==> config.mk <==
export PLATFORM = sky130hd
export DESIGN_NAME = horner_datapath
export DESIGN_NICKNAME = d
export VERILOG_FILES = /design/src/rtl/nla_pkg.sv /design/src/rtl/seq_mul.sv /design/src/rtl/horner_datapath.sv
export SDC_FILE = /design/constraint.sdc
export NUM_CORES = 1
export LEC_CHECK = 0
export ABC_AREA = 1
export CORE_ASPECT_RATIO = 1.25
export CORE_MARGIN = 2
export CORE_UTILIZATION = 50
export DETAILED_ROUTE_END_ITERATION = 10
export PLACE_DENSITY = 0.7
export SLEW_MARGIN = 25
export SYNTH_ARGS = -nofsm -noshare
export SYNTH_HDL_FRONTEND = slang
export SYNTH_HIERARCHICAL = 1
export SYNTH_SLANG_ARGS = --single-unit
==> constraint.sdc <==
create_clock -name clk_i -period 4.95 [get_ports clk_i]
set_input_delay 0.495 -clock clk_i [delete_from_list [all_inputs] [get_ports clk_i]]
set_output_delay 0.495 -clock clk_i [all_outputs]
set_load 0.05 [all_outputs]
==> src/rtl/nla_pkg.sv <==
// Shared types and helpers for the polynomial-evaluation datapath.
// Holds default widths, the multiplier state encoding and a generic saturator.
package nla_pkg;

    localparam int DEFAULT_DATA_W = 16;
    localparam int DEFAULT_FRAC_W = 12;

    typedef enum logic [1:0] {
        MUL_IDLE = 2'd0,
        MUL_RUN  = 2'd1,
        MUL_FIN  = 2'd2
    } mul_state_t;

    // Clamps a wide signed value into the w-bit two's complement range.
    // Callers keep 2*w+1 <= 64 so the wide value never wraps.
    function automatic logic signed [63:0] sat_to_w(input logic signed [63:0] v,
                                                    input int w,
                                                    output logic clamped);
        logic signed [63:0] hi;
        logic signed [63:0] lo;
        hi = (64'sd1 <<< (w - 1)) - 64'sd1;
        lo = -(64'sd1 <<< (w - 1));
        clamped  = 1'b0;
        sat_to_w = v;
        if (v > hi) begin
            sat_to_w = hi;
            clamped  = 1'b1;
        end else if (v < lo) begin
            sat_to_w = lo;
            clamped  = 1'b1;
        end
    endfunction

endpackage

==> src/rtl/seq_mul.sv <==
// Iterative signed fixed-point multiplier: sign-magnitude radix-2 shift-add,
// one bit per cycle, then round-half-away-from-zero and saturate.
module seq_mul
    import nla_pkg::*;
#(
    parameter int DATA_W = DEFAULT_DATA_W,
    parameter int FRAC_W = DEFAULT_FRAC_W
) (
    input  logic              clk_i,
    input  logic              rst_i,
    input  logic              abort_i,
    input  logic              start_i,
    input  logic [DATA_W-1:0] a_i,
    input  logic [DATA_W-1:0] b_i,
    output logic              done_o,
    output logic [DATA_W-1:0] prod_o,
    output logic              sat_o,
    output mul_state_t        state_o
);

    localparam int PW = 2 * DATA_W;
    localparam int CW = (DATA_W > 1) ? $clog2(DATA_W) : 1;
    localparam logic [CW-1:0] LAST_BIT = CW'(DATA_W - 1);
    localparam logic [PW-1:0] RND = {{(PW-1){1'b0}}, 1'b1} << (FRAC_W - 1);

    mul_state_t         state_q;
    logic [PW-1:0]      mcand_q;
    logic [PW-1:0]      pacc_q;
    logic [PW-1:0]      pacc_nxt;
    logic [PW-1:0]      rounded;
    logic [DATA_W-1:0]  mplier_q;
    logic [CW-1:0]      cnt_q;
    logic               sign_q;
    logic signed [63:0] signed_v;
    logic               clamp;

    // |-2^(DATA_W-1)| wraps to 2^(DATA_W-1), which is exact as an unsigned value.
    function automatic logic [DATA_W-1:0] mag(input logic [DATA_W-1:0] v);
        mag = v[DATA_W-1] ? (~v) + DATA_W'(1) : v;
    endfunction

    // The final partial product is rounded on the same edge as the last bit,
    // so done_o marks the edge on which prod_o may be captured.
    always_comb begin
        pacc_nxt = pacc_q;
        if (mplier_q[0]) pacc_nxt = pacc_q + mcand_q;
        rounded  = (pacc_nxt + RND) >> FRAC_W;
        signed_v = sign_q ? -$signed(64'(rounded)) : $signed(64'(rounded));
        clamp    = 1'b0;
        prod_o   = DATA_W'(sat_to_w(signed_v, DATA_W, clamp));
        sat_o    = clamp;
        done_o   = (state_q == MUL_RUN) && (cnt_q == LAST_BIT);
    end

    assign state_o = state_q;

    always_ff @(posedge clk_i) begin
        if (rst_i || abort_i) begin
            state_q  <= MUL_IDLE;
            mcand_q  <= '0;
            pacc_q   <= '0;
            mplier_q <= '0;
            cnt_q    <= '0;
            sign_q   <= 1'b0;
        end else begin
            case (state_q)
                MUL_IDLE: begin
                    if (start_i) begin
                        mcand_q  <= {{DATA_W{1'b0}}, mag(a_i)};
                        mplier_q <= mag(b_i);
                        sign_q   <= a_i[DATA_W-1] ^ b_i[DATA_W-1];
                        pacc_q   <= '0;
                        cnt_q    <= '0;
                        state_q  <= MUL_RUN;
                    end
                end
                MUL_RUN: begin
                    pacc_q   <= pacc_nxt;
                    mcand_q  <= mcand_q << 1;
                    mplier_q <= mplier_q >> 1;
                    cnt_q    <= cnt_q + CW'(1);
                    if (cnt_q == LAST_BIT) state_q <= MUL_FIN;
                end
                MUL_FIN: state_q <= MUL_IDLE;
                default: state_q <= MUL_IDLE;
            endcase
        end
    end

endmodule

==> src/rtl/horner_datapath.sv <==
// One Horner step per term: acc <- sat(acc*x + c), with x from the signal FIFO,
// c from the coefficient ROM and a registered result for the controller.
module horner_datapath
    import nla_pkg::*;
#(
    parameter int DATA_W = DEFAULT_DATA_W,
    parameter int FRAC_W = DEFAULT_FRAC_W
) (
    input  logic              clk_i,
    input  logic              rst_i,
    input  logic              dp_reset_i,
    input  logic              rd_signal_i,
    input  logic [DATA_W-1:0] signal_i,
    input  logic              rd_coeff_i,
    input  logic [DATA_W-1:0] coeff_i,
    input  logic              mul_valid_i,
    output logic              mul_done_o,
    input  logic              add_valid_i,
    output logic              add_done_o,
    input  logic              load_result_i,
    output logic [DATA_W-1:0] result_o,
    output logic              result_valid_o,
    output logic              sat_o
);

    logic [DATA_W-1:0]   x_q;
    logic [DATA_W-1:0]   c_q;
    logic [DATA_W-1:0]   acc_q;
    logic [DATA_W-1:0]   prod_q;
    logic                rd_coeff_q;
    logic                mul_fin;
    logic [DATA_W-1:0]   mul_prod;
    logic                mul_sat;
    mul_state_t          mul_state;
    logic signed [DATA_W:0] sum;
    logic [DATA_W-1:0]   add_res;
    logic                add_clamp;
    logic                add_ok;

    seq_mul #(
        .DATA_W (DATA_W),
        .FRAC_W (FRAC_W)
    ) u_seq_mul (
        .clk_i   (clk_i),
        .rst_i   (rst_i),
        .abort_i (dp_reset_i),
        .start_i (mul_valid_i),
        .a_i     (acc_q),
        .b_i     (x_q),
        .done_o  (mul_fin),
        .prod_o  (mul_prod),
        .sat_o   (mul_sat),
        .state_o (mul_state)
    );

    // Handshake: a *_valid_i pulse is a one-cycle request with no ready; it is
    // taken only when the engine is idle (otherwise dropped), and its *_done_o
    // pulse is high for exactly one cycle once the target register holds the result.
    assign add_ok = add_valid_i && (mul_state == MUL_IDLE);

    always_comb begin
        sum       = $signed({prod_q[DATA_W-1], prod_q}) + $signed({c_q[DATA_W-1], c_q});
        add_clamp = 1'b0;
        add_res   = DATA_W'(sat_to_w(64'(sum), DATA_W, add_clamp));
    end

    always_ff @(posedge clk_i) begin
        if (rst_i) begin
            x_q            <= '0;
            c_q            <= '0;
            acc_q          <= '0;
            prod_q         <= '0;
            rd_coeff_q     <= 1'b0;
            result_o       <= '0;
            result_valid_o <= 1'b0;
            mul_done_o     <= 1'b0;
            add_done_o     <= 1'b0;
            sat_o          <= 1'b0;
        end else begin
            rd_coeff_q <= rd_coeff_i;
            if (rd_signal_i) x_q <= signal_i;
            // ROM data arrives one cycle after the read enable.
            if (rd_coeff_q) c_q <= coeff_i;

            if (dp_reset_i) begin
                acc_q          <= '0;
                prod_q         <= '0;
                mul_done_o     <= 1'b0;
                add_done_o     <= 1'b0;
                result_valid_o <= 1'b0;
                sat_o          <= 1'b0;
            end else begin
                mul_done_o <= mul_fin;
                if (mul_fin) prod_q <= mul_prod;
                add_done_o <= add_ok;
                if (add_ok) acc_q <= add_res;
                result_valid_o <= load_result_i;
                if (load_result_i) result_o <= acc_q;
                sat_o <= sat_o | (mul_fin & mul_sat) | (add_ok & add_clamp);
            end
        end
    end

endmodule

==> results.toml <==
[critical_path]
r2r_end = "sat_o"
endpoint_kind = "register"
critPathMaxFanout = 8
cpPeakStageDelay_ns = 0.35
r2r_cells = 32
r2r_start = "u_seq_mul/mcand_q[0]"
crit_slowest_cell = "dfxtp_2"
cp-start-kind = "register"
critPathArrivalTime_ns = 4.84
rrSetupSlack_ns = 0.41
required_ns = 5.24
crit_path_frequent_cell = "nand2_1"
worstSetupPathType = "register to register"

[logic_synthesis]
synth_nets = 2193
synth_xor_area_frac = 0.0145
ys_seq_area_frac = 0.272
synth-seq-cells = 172
syn_area_per_cell_sq_um = 6.04
synth_compound_area_frac = 0.124
netlist-cell-type-count = 50
synth_fa_ha_area_frac = 0.0565
synth_top_family_by_area = "simple AND/OR/NAND/NOR gates"
syn-cell-area_sq_um = 12700
synth-simple-area-share = 0.439
synth_cells = 2097
synth_warnings = 6
yosys-mux-area-fraction = 0

[clock_network]
htree_levels = 4
clkSlewWorstSetupHoldPaths_ns = 0.07
cts_tree = "yes"
clock_latency_ns = 0.44
numCtsBuffers = 17
cts_sinks = 172
clock_path_buffers = 2
cts_root_buf = "clkbuf_16"

[die]
start_util = 0.506
core_sq_um = 25000
die_y_microns = 182
num_rows = 65
io_pins = 60
die-area_sq_um = 26600
fp.dieW_microns = 146

[outcome]
status = "finished, final reports clean"

[global_routing]
met1_usage = 0.325
grt_pass1_vias = 12100
use_met2 = 0.467
top_usage_layer = "met2"
overflow = 0
antenna_found_initial = 0
grt_max_degree = 52
use_met3 = 0.0307
grt_pass1_wl_microns = 57800
grt_use_total = 0.263

[drt]
wl_per_cell_microns = 14.2
wl_microns = 35200
viasPerCell = 5.25
drt_pass1_iterations = 5
num_vias = 13000
ant_nets = 0
drc = 0
first_iter_violations = 722

[min_path]
hold_class = "register to register"
holdPathStages = 2
hp-start = "u_seq_mul/mplier_q[6]"
holdPathEnd = "u_seq_mul/mplier_q[6]"

[layout]
finalNonFillerCells = 2474
syn2layout_area_growth_pct = 11.7
n_antenna_cell = 0
drive_above_1_share = 0.101
nets = 2222

[pwr]
internal_power_w = 0.00224
p_per_area_nw_per_um2 = 221
pwr-share-comb = 0.114
pwr-share-clk = 0.425
p_sw_frac = 0.283
p_switching_w = 0.000887
peakVddDrop_mv = 0.240
power_frac_seq = 0.461
p_leak_nw = 6.47
power.total_w = 0.00313

[timing]
setup_violations = 0
hold_slack_ns = 0.469
final_max_slew_viol_count = 0
tightest_slew_ns = 0.965
finalSetupTns_ns = 0
hold_viol_final = 0
skew_ns = 0.0122
relSlewSlack = 0.355
rsz0062_at_grt = "false"
period_share = 0.918
period_needed_ns = 4.54
timing.fmax_ghz = 0.220
layout_setup_ws_ns = 0.406

[placement]
dp_hpwl_microns = 26700
pre_cts_slack_ns = 0.112
port_buffers = 59
routabilityCongestion = 0.906
dp.cells = 2436

[job]
maxCapViolations = 0
## metal layers
metal	part of all wire	vias to the layer above
li1	-	6765
met3	0.037	61
met5	0	-
met2	0.48	296
met1	0.45	5878
met4	0.033	0
## flip-flops by register name, indices dropped and copies added (netlist names), 2 cells and up
| name | count |
|---|---|
| acc_q | 16 |
| u_seq_mul/mplier_q | 16 |
| prod_q | 16 |
| u_seq_mul/pacc_q | 32 |
| u_seq_mul/cnt_q | 4 |
| result_o | 16 |
| u_seq_mul/mcand_q | 32 |
| u_seq_mul/state_o | 2 |
| c_q | 16 |
| x_q | 16 |
## Yosys cell counts, drive strengths merged
| cell | instances | area [sq um] |
|---|---|---|
| and3 | 1 | 6.26 |
| nor2 | 143 | 647 |
| a22oi | 3 | 22.5 |
| nand3 | 172 | 953 |
| ha | 54 | 676 |
| o21a | 1 | 7.51 |
| inv | 227 | 852 |
| xnor2 | 11 | 96.3 |
| xor2 | 10 | 87.6 |
| clkbuf | 53 | 199 |
| a21o | 2 | 15.0 |
| a31oi | 31 | 194 |
| o211ai | 2 | 15.0 |
| nor3 | 20 | 115 |
| fa | 2 | 40.0 |
| a2bb2oi | 1 | 8.76 |
| nand3b | 4 | 30.0 |
| a211oi | 2 | 15.0 |
| a21oi | 185 | 997 |
| o31ai | 1 | 7.51 |
| nand4 | 25 | 156 |
| and2 | 7 | 46.3 |
| dfxtp | 172 | 3440 |
| buf | 14 | 119 |
| o21bai | 9 | 67.6 |
| nand2 | 864 | 3400 |
| nor4 | 1 | 6.26 |
| o21ai | 41 | 216 |
| or2 | 31 | 194 |
| clkinv | 8 | 30.0 |
## stage by stage
stage,instance area [sq um],util
floorplan,12700,-
global placement,13500,0.537
detailed placement,13500,0.537
CTS,14000,0.560
global route,14200,0.565
finish,14200,0.565
## cell usage in the layout (no fill, tap or decap), types with 3 or more instances in the layout
cell / instances
nand4_1: 25
nor2_4: 10
nand2_2: 41
clkbuf_16: 17
and2_1: 5
a22oi_1: 3
a21oi_2: 17
ha_1: 52
dfxtp_1: 170
o21bai_1: 9
nand3_4: 3
nand3_2: 15
nor2_1: 118
nand3_1: 154
clkinv_1: 7
or2_2: 29
o21ai_0: 38
buf_4: 17
inv_2: 16
nor2_2: 13
xnor2_1: 11
inv_8: 4
xor2_1: 10
a31oi_1: 31
nand2_1: 815
clkinv_4: 3
inv_1: 212
clkdlybuf4s50_1: 58
a21oi_1: 167
nor3_1: 17
nand2_4: 8
nand3b_1: 4
## worst max-delay path by stage
stage                       to            startpoint  slack, ns  cells past startpoint
global placement         sat_o  u_seq_mul/mcand_q[0]       0.25                     35
floorplan           prod_q[10]  u_seq_mul/mcand_q[0]       0.70                     36
finish                   sat_o  u_seq_mul/mcand_q[0]       0.41                     32
detailed placement       sat_o  u_seq_mul/mcand_q[0]       0.11                     35
global route             sat_o  u_seq_mul/mcand_q[0]      0.007                     33
CTS                      sat_o  u_seq_mul/mcand_q[0]       0.08                     35
## cell families (layout without fill, tap and decap cells)
family	after synthesis	after routing
AOI/OAI and AO/OA	278	278
xor gates and xnor gates	21	21
adders and majority gates	56	56
buffers and inverters	302	343
DFF	172	172
and+or+nand+nor	1268	1269
## power groups by stage
stage	Clock (W)	Combinational, W	Sequential (W)
6_report	0.00133	0.000356	0.00144
2_1_floorplan	0	0.000245	0.00147
3_5_place_dp	0	0.000341	0.00148
4_1_cts	0.00135	0.000343	0.00144
5_1_grt	0.00141	0.000396	0.00145
3_3_place_gp	0	0.000336	0.00147
## critical path: cells and delay by family (launching register included)
family	cells	cell delay, ns
simple gates	20	2.13
fa+ha+maj	4	1.00
compound gates	4	0.54
buf+inv	4	0.36
flops	1	0.35
## what timing repair did
| item | 4_1_cts | 5_1_grt |
|---|---|---|
| hold buffers | 0 | 0 |
| buffers inserted | 0 | 5 |
| setup endpoints to repair | 0 | 16 |
| gates resized for setup | 0 | 17 |
## area by class of cell
class	count	area, sq um
Multi-Input combinational cell	1624	8120
Inverter	235	882
Tap cell	335	419
Fill cell	2561	10900
Timing Repair Buffer	76	713
Clock buffer	19	433
Clock inverter	13	135
Sequential cell	172	3450
(Power assumes the default switching activity.)
